--- config.mk ---
export PLATFORM = sky130hd
export DESIGN_NAME = conv_row_multiplier_flat
export DESIGN_NICKNAME = d
export VERILOG_FILES = /design/src/rtl/conv_row_multiplier_if.sv /design/src/rtl/conv_row_multiplier.sv /design/src/flat_wrapper.sv
export SDC_FILE = /design/constraint.sdc
export NUM_CORES = 1
export LEC_CHECK = 0
export CORE_MARGIN = 2
export CORE_UTILIZATION = 60
export DETAILED_ROUTE_END_ITERATION = 6
export GPL_ROUTABILITY_DRIVEN = 0
export PLACE_DENSITY = 0.89
export RECOVER_POWER = 100
export SLEW_MARGIN = 25
export SYNTH_ARGS = -nofsm -noshare
export SYNTH_HDL_FRONTEND = slang
export SYNTH_SLANG_ARGS = --single-unit
--- constraint.sdc ---
create_clock -name clk -period 6.63 [get_ports clk]
set_clock_uncertainty 0.05 [all_clocks]
set_input_delay 0.9945 -clock clk [delete_from_list [all_inputs] [get_ports clk]]
set_output_delay 0.9945 -clock clk [all_outputs]
set_load 0.02 [all_outputs]
--- src/rtl/conv_row_multiplier_if.sv ---
// Weight-load, pixel-stream and product-vector signals between a pixel source and conv_row_multiplier.
// Master drives weights/pixels and consumes products; slave is the multiplier block.
interface conv_row_multiplier_if #(
  parameter int KERNEL_SIZE  = 3,
  parameter int DATA_WIDTH   = 8,
  parameter int WEIGHT_WIDTH = 8
);
  localparam int PRODUCT_WIDTH = DATA_WIDTH + WEIGHT_WIDTH;
  localparam int OUT_WIDTH     = PRODUCT_WIDTH * KERNEL_SIZE;

  logic                                 wgt_load;
  logic [WEIGHT_WIDTH*KERNEL_SIZE-1:0]  wgt_dataIn;
  logic                                 pix_valid;
  logic                                 pix_ready;
  logic [DATA_WIDTH-1:0]                pix_dataIn;
  logic                                 mult_en;
  logic [OUT_WIDTH-1:0]                 mult_dataOut;
  logic                                 row_done;

  modport master (
    output wgt_load, wgt_dataIn, pix_valid, pix_dataIn,
    input  pix_ready, mult_en, mult_dataOut, row_done
  );

  modport slave (
    input  wgt_load, wgt_dataIn, pix_valid, pix_dataIn,
    output pix_ready, mult_en, mult_dataOut, row_done
  );
endinterface

--- src/rtl/conv_row_multiplier.sv ---
// Sliding-window tap x weight multiplier feeding the convolution adder tree; 1-cycle registered output,
// or 2 cycles when MULT_PIPE2_EN is defined. Stalls on pix_valid=0; wgt_load blocks pixels and restarts the row.
module conv_row_multiplier #(
  parameter int KERNEL_SIZE  = 3,
  parameter int DATA_WIDTH   = 8,
  parameter int WEIGHT_WIDTH = 8,
  parameter int ROW_LEN      = 8
) (
  input logic                   clk,
  input logic                   rstn,
  conv_row_multiplier_if.slave  bus
);
  localparam int PRODUCT_WIDTH = DATA_WIDTH + WEIGHT_WIDTH;
  localparam int OUT_WIDTH     = PRODUCT_WIDTH * KERNEL_SIZE;
  localparam int COL_W         = (ROW_LEN > 1) ? $clog2(ROW_LEN) : 1;
  localparam logic [COL_W-1:0] LAST_COL = COL_W'(ROW_LEN - 1);
  localparam logic [COL_W-1:0] FULL_COL = COL_W'(KERNEL_SIZE - 1);

  typedef enum logic [1:0] {WAIT_WGT, FILL, STREAM} state_t;

  state_t                                   state, state_n;
  logic [COL_W-1:0]                         col, col_n;
  logic [KERNEL_SIZE-1:0][DATA_WIDTH-1:0]   taps, taps_n;
  logic [KERNEL_SIZE-1:0][WEIGHT_WIDTH-1:0] wgt, wgt_n;
  logic [KERNEL_SIZE-1:0][PRODUCT_WIDTH-1:0] prod;
  logic                                     accept, produce, last;

  logic                 en1, done1;
  logic [OUT_WIDTH-1:0] dat1;

  assign bus.pix_ready = (state != WAIT_WGT) && !bus.wgt_load;
  assign accept        = bus.pix_valid && bus.pix_ready;

  // A weight load always wins and restarts the row, so a window never mixes weight sets.
  always_comb begin
    state_n = state;
    col_n   = col;
    taps_n  = taps;
    wgt_n   = wgt;
    produce = 1'b0;
    last    = 1'b0;
    if (bus.wgt_load) begin
      wgt_n   = bus.wgt_dataIn;
      col_n   = '0;
      state_n = FILL;
    end else if (accept) begin
      for (int k = 0; k < KERNEL_SIZE - 1; k++) taps_n[k] = taps[k+1];
      taps_n[KERNEL_SIZE-1] = bus.pix_dataIn;
      produce = (state == STREAM) || (col == FULL_COL);
      if (col == LAST_COL) begin
        last    = 1'b1;
        col_n   = '0;
        state_n = FILL;
      end else begin
        col_n = col + 1'b1;
        if (produce) state_n = STREAM;
      end
    end
  end

  // Products are formed from the post-shift window so the register captures the vector of this accept.
  always_comb begin
    for (int k = 0; k < KERNEL_SIZE; k++)
      prod[k] = PRODUCT_WIDTH'(taps_n[k]) * PRODUCT_WIDTH'(wgt[k]);
  end

  always_ff @(posedge clk) begin
    if (!rstn) begin
      state <= WAIT_WGT;
      col   <= '0;
      taps  <= '0;
      wgt   <= '0;
      en1   <= 1'b0;
      done1 <= 1'b0;
      dat1  <= '0;
    end else begin
      state <= state_n;
      col   <= col_n;
      taps  <= taps_n;
      wgt   <= wgt_n;
      en1   <= produce;
      done1 <= produce && last;
      if (produce) dat1 <= prod;
    end
  end

`ifdef MULT_PIPE2_EN
  logic                 en2, done2;
  logic [OUT_WIDTH-1:0] dat2;

  always_ff @(posedge clk) begin
    if (!rstn) begin
      en2   <= 1'b0;
      done2 <= 1'b0;
      dat2  <= '0;
    end else begin
      en2   <= en1;
      done2 <= done1;
      if (en1) dat2 <= dat1;
    end
  end

  assign bus.mult_en      = en2;
  assign bus.mult_dataOut = dat2;
  assign bus.row_done     = done2;
`else
  assign bus.mult_en      = en1;
  assign bus.mult_dataOut = dat1;
  assign bus.row_done     = done1;
`endif

endmodule
--- src/flat_wrapper.sv ---
// flat-port wrapper written by rule: the top's interface ports become plain ports
module conv_row_multiplier_flat 
#(
  parameter int KERNEL_SIZE  = 3,
  parameter int DATA_WIDTH   = 8,
  parameter int WEIGHT_WIDTH = 8,
  parameter int ROW_LEN      = 8
)
  (clk, rstn, bus_wgt_load, bus_wgt_dataIn, bus_pix_valid, bus_pix_dataIn, bus_pix_ready, bus_mult_en, bus_mult_dataOut, bus_row_done);
  conv_row_multiplier_if #(.KERNEL_SIZE(KERNEL_SIZE), .DATA_WIDTH(DATA_WIDTH), .WEIGHT_WIDTH(WEIGHT_WIDTH)) bus_i ();
  input logic clk;
  input logic rstn;
  input wire logic [$bits(bus_i.wgt_load)-1:0] bus_wgt_load;
  input wire logic [$bits(bus_i.wgt_dataIn)-1:0] bus_wgt_dataIn;
  input wire logic [$bits(bus_i.pix_valid)-1:0] bus_pix_valid;
  input wire logic [$bits(bus_i.pix_dataIn)-1:0] bus_pix_dataIn;
  output wire logic [$bits(bus_i.pix_ready)-1:0] bus_pix_ready;
  output wire logic [$bits(bus_i.mult_en)-1:0] bus_mult_en;
  output wire logic [$bits(bus_i.mult_dataOut)-1:0] bus_mult_dataOut;
  output wire logic [$bits(bus_i.row_done)-1:0] bus_row_done;
  assign bus_i.wgt_load = bus_wgt_load;
  assign bus_i.wgt_dataIn = bus_wgt_dataIn;
  assign bus_i.pix_valid = bus_pix_valid;
  assign bus_i.pix_dataIn = bus_pix_dataIn;
  assign bus_pix_ready = bus_i.pix_ready;
  assign bus_mult_en = bus_i.mult_en;
  assign bus_mult_dataOut = bus_i.mult_dataOut;
  assign bus_row_done = bus_i.row_done;
  conv_row_multiplier #(.KERNEL_SIZE(KERNEL_SIZE), .DATA_WIDTH(DATA_WIDTH), .WEIGHT_WIDTH(WEIGHT_WIDTH), .ROW_LEN(ROW_LEN)) u_core (.clk(clk), .rstn(rstn), .bus(bus_i));
endmodule
==> impl_metrics.ini <==
[outcome]
status = finished, violations left
violations = capacitance limit, slew limit

[grt]
grt_pass1_vias = 8035
antenna_found_initial = 0
grt_usage_pct = 26.9
overflow = 0
grt_pass1_wl_um = 38900
grt_max_degree = 73

[synthesis]
ys.flop_type = dfxtp_1
syn-cell-area_um2 = 10300
ys_async_sr_fraction_pct = 0
yosysSeqAreaShare_pct = 20.0
avgSynthCellArea_um2 = 9.39
ys_warn_count = 0
syn_inst = 1097
synth_edf_count = 0
ys_types = 53
ys_ff_latch = 103
synth_nets = 1352

[finish]
antenna_cells = 0
fin_nets = 1432
final_area_um2 = 11600
area_growth_pct = 12.4
drive_above_1_share_pct = 3.30

[die]
die_height_um = 135
io_pins = 87
num_rows = 47
core_area_um2 = 16700
die-area_um2 = 18200
die_x_um = 135
start_util_pct = 61.7

[clock_network]
clk_latency_ps = 380
post_cts_buffers = 0
cts_resized = 0
cts_hold_buffers = 0
cts_tree = built
htree_levels = 3
clock-sinks = 103
clkTransAtPathRegs_ps = 80
cts-buffers-inserted = 9
cts_root_buf = clkbuf_16
clockBufferDepth = 2

[sta]
rsz0062_at_grt = false
max_freq_ghz = 0.161
fin_crit_sh_pct = 93.5
setup-tns-final_ps = 0
relSlewSlack_pct = -48.6
setup_viol = 0
min_period_ps = 6200
slew_violations = 66
final_hold_viol_count = 0
tightestPinTransition_ps = 2230

[pwr]
powerDensity_nw_per_um2 = 115
vdd_ir_drop_max_uv = 116
power_uw = 1330
p_leak_uw = 0.00547

[drt]
drtIter0Drc = 459
viasPerCell = 5.58
routed_wl_um = 22900
routedWlPerCell_um = 16.3
antenna_left = 0
dr.pass1.iters = 5
drc = 0
routed-via-count = 7818

[placement]
hpwl_um = 17600
io_buffer_count = 86
dpl_cell_area_um2 = 11400

[job]
max_cap_viol_count = 2

[hold_path]
hold_start = u_core.bus.mult_dataOut[19]
holdCritPathClass = reg -> reg

[setup_path]
regToRegStartpoint = u_core.state[0]
path_max_fanout = 30
crit_type = in -> reg
startpoint = bus_pix_valid
cp-end-kind = flop
start_kind = input port
worstPathArrival_ps = 6320
cp_data_required_time_ps = 6750
[cell usage in the layout (no fill, tap or decap), types with 6 or more instances in the layout]
master,n
clkbuf_16,9
a211oi_1,9
xor2_1,10
nor2_1,31
a21o_1,6
a21boi_0,17
a21oi_1,26
o21a_1,6
nand2_1,67
clkbuf_1,8
and2_1,26
nand3_1,20
mux2i_1,37
inv_1,146
ha_1,111
fa_1,108
dfxtp_1,103
clkdlybuf4s50_1,32
o21ai_0,37
mux2i_4,9
xnor2_1,12
nor2b_1,184
o211ai_1,9
nand2b_1,40
dlygate4sd3_1,52
[routing by layer]
metal	global-route usage, %	vias up	wire, um
met2	45.6	231	11200
li1	-	3710	-
met3	4.39	51	1070
met1	34.5	3826	9960
met4	10.9	0	680
met5	0	-	0
[worst max-delay path, stage by stage]
cell,delay [ps]
dlygate4sd3_1,610
nand2b_4,90
nor2_4,100
buf_12,250
mux2i_1,760
nor2b_1,150
fa_1,520
fa_1,560
fa_1,420
fa_1,390
ha_1,390
a21oi_1,310
nand2_1,80
o21ai_0,250
o21ai_0,170
xnor2_1,160
a21oi_1,80
[cell type report]
| cell class | count | area, um^2 |
|---|---|---|
| clock buffer | 10 | 229 |
| sequential | 103 | 2060 |
| inverter | 146 | 548 |
| multi-input combinational | 820 | 7470 |
| tap | 220 | 275 |
| clock inverter | 6 | 61.3 |
| timing repair buffer | 97 | 922 |
| fill | 1234 | 5130 |
[path summary, 6_finish.rpt]
check                                                   end  slack [ps]  depth (start not counted)
worst min-delay path            u_core.bus.mult_dataOut[19]         410                          2
worst min register to register  u_core.bus.mult_dataOut[19]         410                          2
worst max register to register  u_core.bus.mult_dataOut[15]        1220                         16
worst max-delay path            u_core.bus.mult_dataOut[15]         430                         17
[Yosys cell counts (2+ instances only)]
cell type / instances / share of area, %
and2_1: 28 / 1.7
a21boi_0: 17 / 1.2
inv_1: 146 / 5.3
o211ai_1: 9 / 0.66
buf_2: 9 / 0.44
clkbuf_1: 13 / 0.47
fa_1: 108 / 21
or3_1: 2 / 0.12
nand2b_1: 41 / 2.5
ha_1: 111 / 13
mux2i_1: 32 / 3.1
nand4_1: 4 / 0.24
a22oi_1: 2 / 0.15
dfxtp_1: 103 / 20
nand2_1: 67 / 2.4
a221oi_1: 2 / 0.17
a21o_1: 6 / 0.44
buf_1: 2 / 0.073
o21a_1: 6 / 0.44
o21ai_0: 35 / 1.7
mux2_2: 5 / 0.55
nor2b_1: 184 / 11
xnor2_1: 12 / 1.0
a31oi_1: 3 / 0.18
mux2i_4: 14 / 3.1
nand3b_1: 2 / 0.15
a21oi_1: 26 / 1.3
and3_1: 2 / 0.12
xor2_1: 10 / 0.85
and4b_1: 2 / 0.19
buf_6: 3 / 0.33
o211a_1: 4 / 0.39
a211oi_1: 9 / 0.66
nor2_1: 31 / 1.1
nand3_1: 20 / 0.97
nor3_1: 3 / 0.15
nand4b_1: 3 / 0.26
o221a_2: 2 / 0.22
o21ai_1: 5 / 0.24
[sequential cells by signal, indices dropped and copies added (netlist names)]
register,flops
u_core.bus.row_done,1
u_core.col,3
u_core.wgt,24
u_core.state,2
u_core.bus.mult_en,1
u_core.bus.mult_dataOut,48
u_core.taps,24
[stage by stage]
stage          setup WS [ps]  instances  hold WS, ps  util (%)
6_report                 430       1402          412      69.3
5_1_grt                  155       1402          441      69.3
3_3_place_gp             514       1386          392      68.1
3_5_place_dp             278       1386          402      68.1
2_1_floorplan            991       1097          415         -
4_1_cts                  641       1402          417      69.8
[cell families after synthesis]
logic type	synth area share, %
AO/OA/AOI/OAI	8.53
buffers and inverters	6.83
adder cells (fa/ha/maj)	34.5
flip-flops	20.0
AND/OR/NAND/NOR	21.5
XOR/XNOR	1.87
multiplexers	6.72
[report_power, final]
part	switching, uW	internal [uW]	total, uW
sequential	26.1	629	655
combinational	61.8	70.8	133
clock	277	266	543
Power figures use the tool's default switching activity.
